===== src/rtl/ahb3lite_interconnect_slave_port.sv =====
// Per-slave arbitration and address/data multiplexing stage of the AHB3-Lite multi-layer switch.
// Define AHB3LITE_SLAVE_PORT_RR_EN for round-robin resolution of equal-priority requests.
module ahb3lite_interconnect_slave_port #(
  parameter  int HADDR_SIZE  = 32,
  parameter  int HDATA_SIZE  = 32,
  parameter  int MASTERS     = 3,
  localparam int MASTER_BITS = (MASTERS > 1) ? $clog2(MASTERS) : 1
) (
  input  logic                   HCLK,
  input  logic                   HRESETn,

  input  logic [MASTER_BITS-1:0] mstpriority    [MASTERS],
  input  logic [MASTERS-1:0]     mstHSEL,
  input  logic [HADDR_SIZE-1:0]  mstHADDR       [MASTERS],
  input  logic [HDATA_SIZE-1:0]  mstHWDATA      [MASTERS],
  input  logic [MASTERS-1:0]     mstHWRITE,
  input  logic [2:0]             mstHSIZE       [MASTERS],
  input  logic [2:0]             mstHBURST      [MASTERS],
  input  logic [3:0]             mstHPROT       [MASTERS],
  input  logic [1:0]             mstHTRANS      [MASTERS],
  input  logic [MASTERS-1:0]     mstHMASTLOCK,
  input  logic [MASTERS-1:0]     mstHREADY,
  input  logic [MASTERS-1:0]     mst_can_switch,
  output logic [MASTERS-1:0]     mst_granted,

  output logic [HDATA_SIZE-1:0]  mstHRDATA,
  output logic                   mstHREADYOUT,
  output logic                   mstHRESP,

  output logic                   slv_HSEL,
  output logic [HADDR_SIZE-1:0]  slv_HADDR,
  output logic [HDATA_SIZE-1:0]  slv_HWDATA,
  output logic                   slv_HWRITE,
  output logic [2:0]             slv_HSIZE,
  output logic [2:0]             slv_HBURST,
  output logic [3:0]             slv_HPROT,
  output logic [1:0]             slv_HTRANS,
  output logic                   slv_HMASTLOCK,
  output logic                   slv_HREADY,

  input  logic [HDATA_SIZE-1:0]  slv_HRDATA,
  input  logic                   slv_HREADYOUT,
  input  logic                   slv_HRESP
);

  localparam logic [1:0] HTRANS_IDLE = 2'b00;

  logic [MASTER_BITS-1:0] granted_master;
  logic [MASTER_BITS-1:0] data_owner;
  logic [MASTER_BITS-1:0] arb_master;
  logic [MASTER_BITS-1:0] best_prio;
  logic                   found;
  int unsigned            idx;

  logic                   sel_hsel;
  logic [1:0]             sel_htrans;
  logic                   sel_can_switch;

  // Strict '>' keeps the first requester seen in scan order on a priority tie.
  always_comb begin
    arb_master = granted_master;
    best_prio  = '0;
    found      = 1'b0;
    idx        = 0;
`ifdef AHB3LITE_SLAVE_PORT_RR_EN
    // Scan starts just after the current owner so the owner itself is considered last.
    for (int unsigned k = 1; k <= int'(MASTERS); k++) begin
      idx = (32'(granted_master) + k) % 32'(MASTERS);
      if (mstHSEL[idx] && (!found || mstpriority[idx] > best_prio)) begin
        found      = 1'b1;
        best_prio  = mstpriority[idx];
        arb_master = MASTER_BITS'(idx);
      end
    end
`else
    for (int unsigned i = 0; i < int'(MASTERS); i++) begin
      idx = i;
      if (mstHSEL[idx] && (!found || mstpriority[idx] > best_prio)) begin
        found      = 1'b1;
        best_prio  = mstpriority[idx];
        arb_master = MASTER_BITS'(idx);
      end
    end
`endif
  end

  // Address-phase mux; an unreachable out-of-range owner index falls back to master 0.
  always_comb begin
    sel_hsel       = mstHSEL[0];
    slv_HADDR      = mstHADDR[0];
    slv_HWRITE     = mstHWRITE[0];
    slv_HSIZE      = mstHSIZE[0];
    slv_HBURST     = mstHBURST[0];
    slv_HPROT      = mstHPROT[0];
    sel_htrans     = mstHTRANS[0];
    slv_HMASTLOCK  = mstHMASTLOCK[0];
    slv_HREADY     = mstHREADY[0];
    sel_can_switch = mst_can_switch[0];
    for (int unsigned i = 1; i < int'(MASTERS); i++) begin
      if (granted_master == MASTER_BITS'(i)) begin
        sel_hsel       = mstHSEL[i];
        slv_HADDR      = mstHADDR[i];
        slv_HWRITE     = mstHWRITE[i];
        slv_HSIZE      = mstHSIZE[i];
        slv_HBURST     = mstHBURST[i];
        slv_HPROT      = mstHPROT[i];
        sel_htrans     = mstHTRANS[i];
        slv_HMASTLOCK  = mstHMASTLOCK[i];
        slv_HREADY     = mstHREADY[i];
        sel_can_switch = mst_can_switch[i];
      end
    end
  end

  always_comb begin
    slv_HSEL   = sel_hsel;
    slv_HTRANS = sel_hsel ? sel_htrans : HTRANS_IDLE;
  end

  always_comb begin
    slv_HWDATA = mstHWDATA[0];
    for (int unsigned i = 1; i < int'(MASTERS); i++) begin
      if (data_owner == MASTER_BITS'(i)) slv_HWDATA = mstHWDATA[i];
    end
  end

  always_comb begin
    mst_granted = '0;
    for (int unsigned i = 0; i < int'(MASTERS); i++) begin
      if (granted_master == MASTER_BITS'(i)) mst_granted[i] = 1'b1;
    end
  end

  always_comb begin
    mstHRDATA    = slv_HRDATA;
    mstHREADYOUT = slv_HREADYOUT;
    mstHRESP     = slv_HRESP;
  end

  always_ff @(posedge HCLK or negedge HRESETn) begin
    if (!HRESETn) begin
      granted_master <= '0;
      data_owner     <= '0;
    end else begin
      if (sel_can_switch && slv_HREADYOUT) granted_master <= arb_master;
      if (slv_HREADY)                      data_owner     <= granted_master;
    end
  end

endmodule


===== config.mk =====
export PLATFORM = sky130hd
export DESIGN_NAME = ahb3lite_interconnect_slave_port
export DESIGN_NICKNAME = d
export VERILOG_FILES = /design/src/rtl/ahb3lite_interconnect_slave_port.sv
export SDC_FILE = /design/constraint.sdc
export NUM_CORES = 1
export LEC_CHECK = 0
export CORE_AREA = 2 2 157 159
export CTS_CLUSTER_DIAMETER = 30
export DETAILED_ROUTE_END_ITERATION = 12
export DIE_AREA = 0 0 159 161
export SLEW_MARGIN = 20
export SYNTH_ARGS = -nofsm -noshare
export SYNTH_HDL_FRONTEND = slang
export SYNTH_SLANG_ARGS = --single-unit

===== constraint.sdc =====
create_clock -name HCLK -period 2.6 [get_ports HCLK]
set_input_delay 0.65 -clock HCLK [delete_from_list [all_inputs] [get_ports HCLK]]
set_output_delay 0.65 -clock HCLK [all_outputs]
set_load 0.02 [all_outputs]

==> run metrics <==
root buf cell clkbuf_16; initial antenna violation count 0; period utilization 0.9692; cells after synthesis around 440; EDFF count, synth 0; clk_lat worst skew 0.22 ns; Hold/Removal Path Class input pin to asynchronous set/reset pin; largest net degree at the start of global routing 38; Post-Syn Area 3171 sq um; initial cell density of the core 0.1323; sequential share of power 0.041; cell area power density 856.4 nW/um^2; post-route insts no fill roughly 1,100; Pins Over Slew Limit 0; final hold vios 0; Synth cell types 29; Top FF cell, synth dfrtp_1; Yosys warning count 0; share of flip-flops with an asynchronous set or reset 1.000; DR WL/cell 13.76 um; Synth area leaders mux2i_1 (26%), a211oi_1 (19%), nor2b_1 (15%), a21oi_1 (12%), buf_4 (10%); filler instances ~2,600; Critical Path Sink Type primary output; synthesis-to-layout area growth 121.0%; # IOs 402; post-place setup slack -0.6215 ns; TritonRoute pass-1 iters 4; Slew @ Worst Pin 0.5078 ns; ANT cells 0; total grt overflow 0; Max Cap Viol 0; Post-Route Skew 0.001173 ns; detailed placer's ending HPWL between 10,000 and 15,000 um; Commonest cells post-synth mux2i_1 (82), a211oi_1 (79), a21oi_1 (77), nor2b_1 (74), buf_4 (43); fraction of layout cells with a size suffix above 1 0.1145; H-tree depth 1; crit path time final between 2 and 3 ns; Leak 2.664 nW; count leader, synth mux2i_1; Sw Share 0.5285; sequential fraction of the synthesis area 0.03157; Post-CTS Hold Buffers 0; CP Class input pin to primary output; Clock power frac 0.039; placed insts 1,073; DRC violations left 0; Routed Antenna Nets 0; vias in the first global route approximately 4,300; row count 57; WP data arrival 1.87 ns; routability cong. between 0.8 and 0.9; Final WS setup 0.08012 ns; All-Layer GR Usage 0.1074; total power 6.001 mW; TritonCTS clock tree done; Synth Area per Inst approximately 7.1 sq um; Layout Nets 1,051; height of the die 161 um; drt total wl 14,910 um; Post-Syn Nets 733; # port buffers ~340; Worst Path Required 1.95 ns; run status finished clean; Comb pwr share 0.920; Vias/cell 4.042; crit path max fanout 2; clock sink count 4; # setup viols final 0; cell taking the most area after synthesis mux2i_1; Longest Clk Path Bufs 2; post-route setup TNS 0 ns; final core occ 0.2925; P_int 2.829 mW; proportion of netlist area held by the largest area contributor 0.2589; RSZ-0062 raised after global routing yes; Die W 159 um; vias 4,382; crit start category input pin; FF+latch count, synth 4; Inserted Clock Buffers 3; Iteration-0 DRC Markers 137; switching pwr roughly 3.2 mW; Reg clk slew, reported paths 0.03 ns; maximum VDD drop 0.4305 mV; Max-slew headroom 0.6615; Core Area 23,960 sq um; Die Area roughly 26,000 sq um; first-pass GRT wire length 22,960 um; f_max 0.3968 GHz
through the flow:
stage | hold WS (ns) | instance area, sq um
global route | 0.6621 | 7008
floorplan | 0.3544 | 3171
CTS | 0.6520 | 6958
detailed placement | 0.7465 | 6889
finish | 0.6390 | 7008
global placement | 0.7360 | 6889
power by group through the flow:
stage / clock network [mW] / registers, mW / logic (mW)
after global placement: 0 / 0.267 / 5.93
after CTS: 0.242 / 0.248 / 5.51
after global routing: 0.248 / 0.257 / 5.94
after detailed placement: 0 / 0.264 / 5.95
after floorplan: 0 / 0.101 / 3.42
final: 0.237 / 0.244 / 5.52
worst paths after layout:
check / start / cells after the start / slack [ns] / to
worst max-delay path: mstHADDR[89] / 5 / 0.08 / slv_HADDR[25]
worst min register to register: granted_master[1] / 2 / 0.76 / data_owner[0]
worst max register to register: granted_master[0] / 8 / 0.65 / data_owner[1]
max in group asynchronous: HRESETn / 1 / 1.76 / data_owner[0]
worst min-delay path: HRESETn / 1 / 0.64 / granted_master[0]
min in group HCLK: granted_master[1] / 2 / 0.76 / data_owner[0]
what timing repair did:
action | 4_1_cts | 5_1_grt
pin swaps | 7 | 4
resized for setup | 118 | 10
buffers inserted | 7 | 1
endpoints found under the setup margin | 82 | 10
cells by family (layout without fill, tap and decap cells):
kind of cell | count (synthesis) | in the layout | share of synthesized area
buffers and inverters | 85 | 401 | 0.1594
flip-flops | 4 | 4 | 0.03157
AO/OA/AOI/OAI | 168 | 168 | 0.3394
adder cells (fa/ha/maj) | 4 | 4 | 0.01579
AND/OR/NAND/NOR | 99 | 99 | 0.1867
multiplexers | 84 | 84 | 0.2672
placed cells by master, fill, tap and decap left out, drive strengths merged, types with 2 or more instances in the layout:
cell type | synthesis | routed
nor2b | 74 | 74
clkdlybuf4s50 | 0 | 249
buf | 54 | 61
a21oi | 77 | 77
a31oi | 2 | 2
mux2i | 82 | 82
dfrtp | 4 | 4
dlygate4sd2 | 0 | 78
ha | 4 | 4
nor2 | 7 | 7
clkdlybuf4s15 | 0 | 4
a211oi | 79 | 79
o311ai | 2 | 2
clkbuf | 25 | 3
nand2 | 7 | 7
o21ai | 4 | 4
and2b | 7 | 7
inv | 6 | 6
nand2b | 2 | 2
mux2 | 2 | 2
area by class of cell:
class | instances | area, sq um | share of cell area
Clock buffer | 3 | 75.07 | 0.01071
Multi-Input combinational cell | 355 | 2638 | 0.3764
Sequential cell | 4 | 112.6 | 0.01607
Inverter | 6 | 22.52 | 0.003214
Tap cell | 324 | 405.4 | 0.05785
Timing Repair Buffer | 392 | 3755 | 0.5358
worst max-delay path: stages:
cell and delay, ns:
clkdlybuf4s50_1 0.45, nor2b_1 0.15, a211oi_1 0.23, a21oi_1 0.06
dlygate4sd2_1 0.32
routing by layer:
layer | vias to the layer above | global-route usage | part of all wire
li1 | 2256 | - | -
met1 | 1941 | 0.1311 | 0.42
met2 | 169 | 0.1951 | 0.50
met3 | 16 | 0.02465 | 0.066
met4 | 0 | 0.01818 | 0.012
met5 | - | 0 | 0
flip-flops by register name, indices dropped and copies added, names as in the netlist:
| name | cells |
|---|---|
| data_owner | 2 |
| granted_master | 2 |
Power figures use the tool's default switching activity.
